[src/rtl/lcd_drv_gen_if.sv]
// Ready/valid request channel between the command sequencer and the LCD driver.
interface lcd_drv_gen_if;
  logic [9:0] data_i;
  logic       data_valid_i;
  logic       device_ready_o;

  modport master (
    output data_i,
    output data_valid_i,
    input  device_ready_o
  );

  modport slave (
    input  data_i,
    input  data_valid_i,
    output device_ready_o
  );
endinterface

[src/rtl/lcd_drv_gen.sv]
// HD44780-class character-LCD driver: one byte (or a lone high nibble) per
// accepted transaction, sequenced onto RS/EN/DB with programmable timing.
module lcd_drv_gen #(
  parameter int unsigned BUS_WIDTH = 8,
  parameter int unsigned T_SETUP   = 5,
  parameter int unsigned T_EN      = 50,
  parameter int unsigned T_NIB     = 100,
  parameter int unsigned T_SHORT   = 4000,
  parameter int unsigned T_LONG    = 164000
) (
  input  logic                 clk_i,
  input  logic                 rst_i,
  lcd_drv_gen_if.slave         bus,
  output logic                 rs_o,
  output logic                 rw_o,
  output logic                 en_o,
  output logic [BUS_WIDTH-1:0] lcd_data_o
);

  localparam int unsigned T_MAX0 = (T_SETUP > T_EN)    ? T_SETUP : T_EN;
  localparam int unsigned T_MAX1 = (T_MAX0 > T_NIB)    ? T_MAX0  : T_NIB;
  localparam int unsigned T_MAX2 = (T_MAX1 > T_SHORT)  ? T_MAX1  : T_SHORT;
  localparam int unsigned T_MAX  = (T_MAX2 > T_LONG)   ? T_MAX2  : T_LONG;
  localparam int unsigned CW     = (T_MAX > 1) ? $clog2(T_MAX) : 1;

  if (BUS_WIDTH != 8 && BUS_WIDTH != 4) begin : g_bad_width
    $error("lcd_drv_gen: BUS_WIDTH must be 8 or 4");
  end

  typedef enum logic [2:0] {
    S_IDLE,
    S_SETUP,
    S_STROBE,
    S_GAP,
    S_DELAY
  } state_t;

  state_t               r_state;
  state_t               w_state_nxt;
  logic [CW-1:0]        r_cnt;
  logic [9:0]           r_data;
  logic                 r_second;
  logic                 r_rs;
  logic                 r_en;
  logic                 r_ready;
  logic [BUS_WIDTH-1:0] r_lcd;

  logic                 w_accept;
  logic                 w_load_low;
  logic                 w_nib_only;
  logic                 w_long;
  logic [CW-1:0]        w_dly_last;
  logic [BUS_WIDTH-1:0] w_first;

  // Nibble-only is meaningful only on a 4-bit bus; clear/home get the long delay.
  assign w_nib_only = (BUS_WIDTH == 4) && r_data[9];
  assign w_long     = !r_data[8] && (r_data[7:2] == 6'd0) && !w_nib_only;
  assign w_dly_last = w_long ? CW'(T_LONG - 1) : CW'(T_SHORT - 1);
  assign w_first    = (BUS_WIDTH == 8) ? BUS_WIDTH'(bus.data_i[7:0])
                                       : BUS_WIDTH'(bus.data_i[7:4]);

  // Next-state decode; each state lasts until the counter reaches its length-1.
  always_comb begin
    w_state_nxt = r_state;
    w_accept    = 1'b0;
    w_load_low  = 1'b0;
    case (r_state)
      S_IDLE: begin
        if (bus.data_valid_i) begin
          w_accept    = 1'b1;
          w_state_nxt = S_SETUP;
        end
      end
      S_SETUP: begin
        if (r_cnt == CW'(T_SETUP - 1)) w_state_nxt = S_STROBE;
      end
      S_STROBE: begin
        if (r_cnt == CW'(T_EN - 1)) begin
          if ((BUS_WIDTH == 4) && !w_nib_only && !r_second) w_state_nxt = S_GAP;
          else                                              w_state_nxt = S_DELAY;
        end
      end
      S_GAP: begin
        if (r_cnt == CW'(T_NIB - 1)) begin
          w_state_nxt = S_SETUP;
          w_load_low  = 1'b1;
        end
      end
      S_DELAY: begin
        if (r_cnt == w_dly_last) w_state_nxt = S_IDLE;
      end
      default: w_state_nxt = S_IDLE;
    endcase
  end

  // State register and the shared phase counter, cleared on every state change.
  always_ff @(posedge clk_i) begin
    if (rst_i) begin
      r_state <= S_IDLE;
      r_cnt   <= '0;
    end else begin
      r_state <= w_state_nxt;
      r_cnt   <= (w_state_nxt != r_state) ? '0 : r_cnt + CW'(1);
    end
  end

  // Captured request, pin registers and state-decoded EN/ready.
  always_ff @(posedge clk_i) begin
    if (rst_i) begin
      r_data   <= '0;
      r_second <= 1'b0;
      r_rs     <= 1'b0;
      r_lcd    <= '0;
      r_en     <= 1'b0;
      r_ready  <= 1'b1;
    end else begin
      r_en    <= (w_state_nxt == S_STROBE);
      r_ready <= (w_state_nxt == S_IDLE);
      if (w_accept) begin
        r_data   <= bus.data_i;
        r_second <= 1'b0;
        r_rs     <= bus.data_i[8];
        r_lcd    <= w_first;
      end else if (w_load_low) begin
        r_second <= 1'b1;
        r_lcd    <= BUS_WIDTH'(r_data[3:0]);
      end
    end
  end

  assign bus.device_ready_o = r_ready;
  assign rs_o               = r_rs;
  assign rw_o               = 1'b0;
  assign en_o               = r_en;
  assign lcd_data_o         = r_lcd;

endmodule

[src/flat_wrapper.sv]
// flat-port wrapper written by rule: the top's interface ports become plain ports
module lcd_drv_gen_flat 
#(
  parameter int unsigned BUS_WIDTH = 8,
  parameter int unsigned T_SETUP   = 5,
  parameter int unsigned T_EN      = 50,
  parameter int unsigned T_NIB     = 100,
  parameter int unsigned T_SHORT   = 4000,
  parameter int unsigned T_LONG    = 164000
)
  (clk_i, rst_i, rs_o, rw_o, en_o, lcd_data_o, bus_data_i, bus_data_valid_i, bus_device_ready_o);
  lcd_drv_gen_if bus_i ();
  input  logic clk_i;
  input  logic rst_i;
  output logic rs_o;
  output logic rw_o;
  output logic en_o;
  output logic [BUS_WIDTH-1:0] lcd_data_o;
  input wire logic [$bits(bus_i.data_i)-1:0] bus_data_i;
  input wire logic [$bits(bus_i.data_valid_i)-1:0] bus_data_valid_i;
  output wire logic [$bits(bus_i.device_ready_o)-1:0] bus_device_ready_o;
  assign bus_i.data_i = bus_data_i;
  assign bus_i.data_valid_i = bus_data_valid_i;
  assign bus_device_ready_o = bus_i.device_ready_o;
  lcd_drv_gen #(.BUS_WIDTH(BUS_WIDTH), .T_SETUP(T_SETUP), .T_EN(T_EN), .T_NIB(T_NIB), .T_SHORT(T_SHORT), .T_LONG(T_LONG)) u_core (.clk_i(clk_i), .rst_i(rst_i), .bus(bus_i), .rs_o(rs_o), .rw_o(rw_o), .en_o(en_o), .lcd_data_o(lcd_data_o));
endmodule
[config.mk]
export PLATFORM = sky130hd
export DESIGN_NAME = lcd_drv_gen_flat
export DESIGN_NICKNAME = d
export VERILOG_FILES = /design/src/rtl/lcd_drv_gen_if.sv /design/src/rtl/lcd_drv_gen.sv /design/src/flat_wrapper.sv
export SDC_FILE = /design/constraint.sdc
export NUM_CORES = 1
export LEC_CHECK = 0
export ABC_AREA = 1
export BUFFER_PORTS_ARGS = -buffer_cell sky130_fd_sc_hd__buf_4
export CAP_MARGIN = 40
export CORE_UTILIZATION = 54
export CTS_BUF_LIST = sky130_fd_sc_hd__clkbuf_4
export DETAILED_ROUTE_END_ITERATION = 10
export PLACE_DENSITY = 0.78
export SETUP_SLACK_MARGIN = 0.2
export SYNTH_ARGS = -nofsm -noshare
export SYNTH_HDL_FRONTEND = slang
export SYNTH_SLANG_ARGS = --single-unit
[constraint.sdc]
create_clock -name clk_i -period 1.72 [get_ports clk_i]
set_input_delay 0 -clock clk_i [delete_from_list [all_inputs] [get_ports clk_i]]
set_output_delay 0 -clock clk_i [all_outputs]
set_load 0.02 [all_outputs]
==> reports/results.tsv <==
metric	value	unit
status	finished, violations left	
violated checks	setup timing	
antenna violations before repair	0	
final core area utilization	81.32	%
Synth warnings	0	
DIE AREA	3940	um2
hold_sp	bus_data_valid_i	
Crit Path Class	flop to flop	
violation count after the first detailed-route iteration	166	
post-route ant nets	0	
Top FF cell, synth	dfxtp_1	
Placer Congestion	0.8723	
Final Setup Violations	9	
nets	345	
Placement Rows	21	
largest net degree at the start of global routing	21	
die height	62.77	um
HPWL after detailed placement	2.859	mm
sw power	0.5154	mW
FF-to-FF path depth	11	
sequential share of the synthesized area	40.15	%
commonest cells after routing, fill and taps aside	45 x buf_4, 41 x nand2_1, 31 x dfxtp_1	
RSZ-0062 raised after global routing	true	
core area	3442	um2
Total GRT Usage	27.14	%
WP buf/inv	4	
Mapped Area	1994	um2
max-slew violation count	0	
switching share of power	28.35	%
Arr. time, crit path	1990	ps
post-route clock skew	17.52	ps
M2 GR Usage	46.47	%
placed cells	340	
syn_area_per_cell	7.583	um2
Worst Setup End Kind	flop	
GR met3 Demand/Resource	5.109	%
Worst VDD drop	482.2	uV
commonest non-fill, non-tap cell in the layout	buf_4	
Crit path max-delay family	simple AND/OR/NAND/NOR gates	
share of post-route cells with drive strength above 1	40.30	%
combinational power share	18.7	%
port bufs	22	
final cell count without fillers	376	
final worst hold slack	156.1	ps
Seq pwr share	54.2	%
clk root buf	clkbuf_4	
Fmax	574.5	MHz
number of synthesized flops with an enable pin	0	
worst reg2reg startpoint	u_core.r_state[2]	
pwr/cell area	649.5	nW/um2
Worst EP required	1970	ps
internal power	1.303	mW
startpoint types	flop	
final wirelength	5.325	mm
antenna cells	0	
CP max FO	6	
Placement Setup Slack	25.11	ps
Worst path slowest cell	dfxtp_2	
Worst Hold Depth	6	
overall power	1.818	mW
vias in the first global route	1922	
r2r setup slk	-20	ps
crit path setup slack, layout	-20.63	ps
clock tree buffer depth	2	
max_cap viols	0	
worst min-delay path category	primary input to flop	
P_leak	1.146	nW
TNS Setup	-91.12	ps
syn_nets	279	
hold path endpoint	u_core.lcd_data_o[6]	
IO Pins	25	
Layout area overhead	40.34	%
first-pass GRT wire length	8.328	mm
Via density	5.210	
CTS tree	yes	
clock power share	27.0	%
post-route design area	2799	um2
synthesized instance count	263	
final global-route overflow total	0	
placed cell area	2297	um2
clk_lat worst skew	360	ps
drt wl/cell	14.16	um
Yosys cell types	32	
reg2reg end	u_core.r_cnt[9]	
via count	1959	
initial core utilization	57.94	%
total CTS buffers	5	
Pre-antenna DRT Iters	4	
CP most frequent cell	nor2_2	
Reg clk slew, reported paths	120	ps
met1 usage	32.08	%
register bit total from synthesis	40	
Async SR Flop Fraction	0	%
slowest cell delay on critical path	430	ps
Clock Sinks	40	
GRT Max-Usage Layer	met2	
Final Hold Fails	0	
htree depth	2	
Horiz. Die Dim	62.77	um
CP cell instances	inv_1 > nand3_1 > inv_2 > buf_4 > nor2_2 > nand3_2 > nand2_2 > nor2_4 > buf_12 > nand2_8 > nor2_2	
fin crit share	101.2	%
drc violations	0	
crit path time final	1741	ps
## power by group through the flow
stage	Clock (mW)	Combinational [mW]	Sequential, mW
after detailed placement	0	0.225	1.00
after floorplan	0	0.135	1.02
after CTS	0.496	0.300	0.983
after global placement	0	0.220	1.00
after global routing	0.534	0.366	0.990
final	0.492	0.340	0.986
## timing repair
action | 4_1_cts | 5_1_grt
hold buffers | 10 | 0
hold endpoints to repair | 19 | 0
pin swaps | 10 | 13
endpoints found under the setup margin | 25 | 31
gates cloned | 3 | 0
resized for setup | 25 | 30
setup buffers | 14 | 1
## state kept, by name, summed over array words and instances (netlist names)
| register | count |
|---|---|
| u_core.r_cnt | 18 |
| u_core.lcd_data_o | 8 |
| u_core.r_data | 8 |
| u_core.r_state | 3 |
| u_core.bus.device_ready_o | 1 |
| u_core.en_o | 1 |
| u_core.rs_o | 1 |
## routing by layer
metal	up-vias	part of all wire, %
li1	955	-
met1	912	42
met2	66	49
met3	26	5.1
met4	0	4.0
met5	-	0
## worst max path at each step
stage	startpoint	to	slack (ps)	cells past startpoint
floorplan	u_core.r_cnt[0]	u_core.r_cnt[9]	230	13
global placement	u_core.r_cnt[1]	u_core.lcd_data_o[1]	60	9
detailed placement	u_core.r_cnt[0]	u_core.r_cnt[2]	30	10
CTS	u_core.r_cnt[1]	u_core.lcd_data_o[7]	90	10
global route	u_core.r_state[0]	u_core.r_cnt[8]	-80	11
finish	u_core.r_state[2]	u_core.r_cnt[9]	-20	11
## cell type report
class / instances / area (um2)
Inverter: 32 / 122.6
Multi-Input combinational cell: 188 / 1220
Fill cell: 217 / 643.1
Tap cell: 46 / 57.56
Sequential cell: 40 / 817.0
Clock inverter: 1 / 3.754
Timing Repair Buffer: 62 / 525.5
Clock buffer: 7 / 52.55
## tightest hold or removal path, stage by stage
cell	delay [ps]
buf_4	90
nand3_1	100
inv_2	100
a31oi_4	60
nand2_1	60
a21oi_1	60
## synth_stat cells (2+ instances only)
master | count | area (um2)
nand3_1 | 14 | 70.07
mux2i_1 | 4 | 40.04
a21oi_1 | 15 | 75.07
nor2_1 | 31 | 116.4
inv_2 | 2 | 7.510
or2_1 | 4 | 25.02
ha_1 | 3 | 37.54
o21ai_0 | 4 | 20.02
nand2_1 | 49 | 183.9
nor2_4 | 2 | 22.52
buf_4 | 2 | 15.01
nand3_2 | 5 | 50.05
nand4_1 | 2 | 12.51
nor3_1 | 6 | 30.03
nor2_2 | 20 | 125.1
nand2_2 | 2 | 12.51
clkbuf_1 | 2 | 7.510
xnor2_1 | 4 | 35.03
xor2_1 | 12 | 105.1
dfxtp_1 | 40 | 800.8
inv_1 | 29 | 108.9
## kinds of logic after synthesis
| logic type | after synthesis | synth area share (%) |
|---|---|---|
| adder cells (fa/ha/maj) | 3 | 1.882 |
| multiplexers | 4 | 2.008 |
| AND/OR/NAND/NOR | 139 | 34.57 |
| AO/OA/AOI/OAI | 22 | 5.772 |
| other | 1 | 0.1880 |
| XOR/XNOR | 16 | 7.026 |
| buffers and inverters | 38 | 8.406 |
| flip-flops | 40 | 40.15 |
Power figures use the tool's default switching activity.
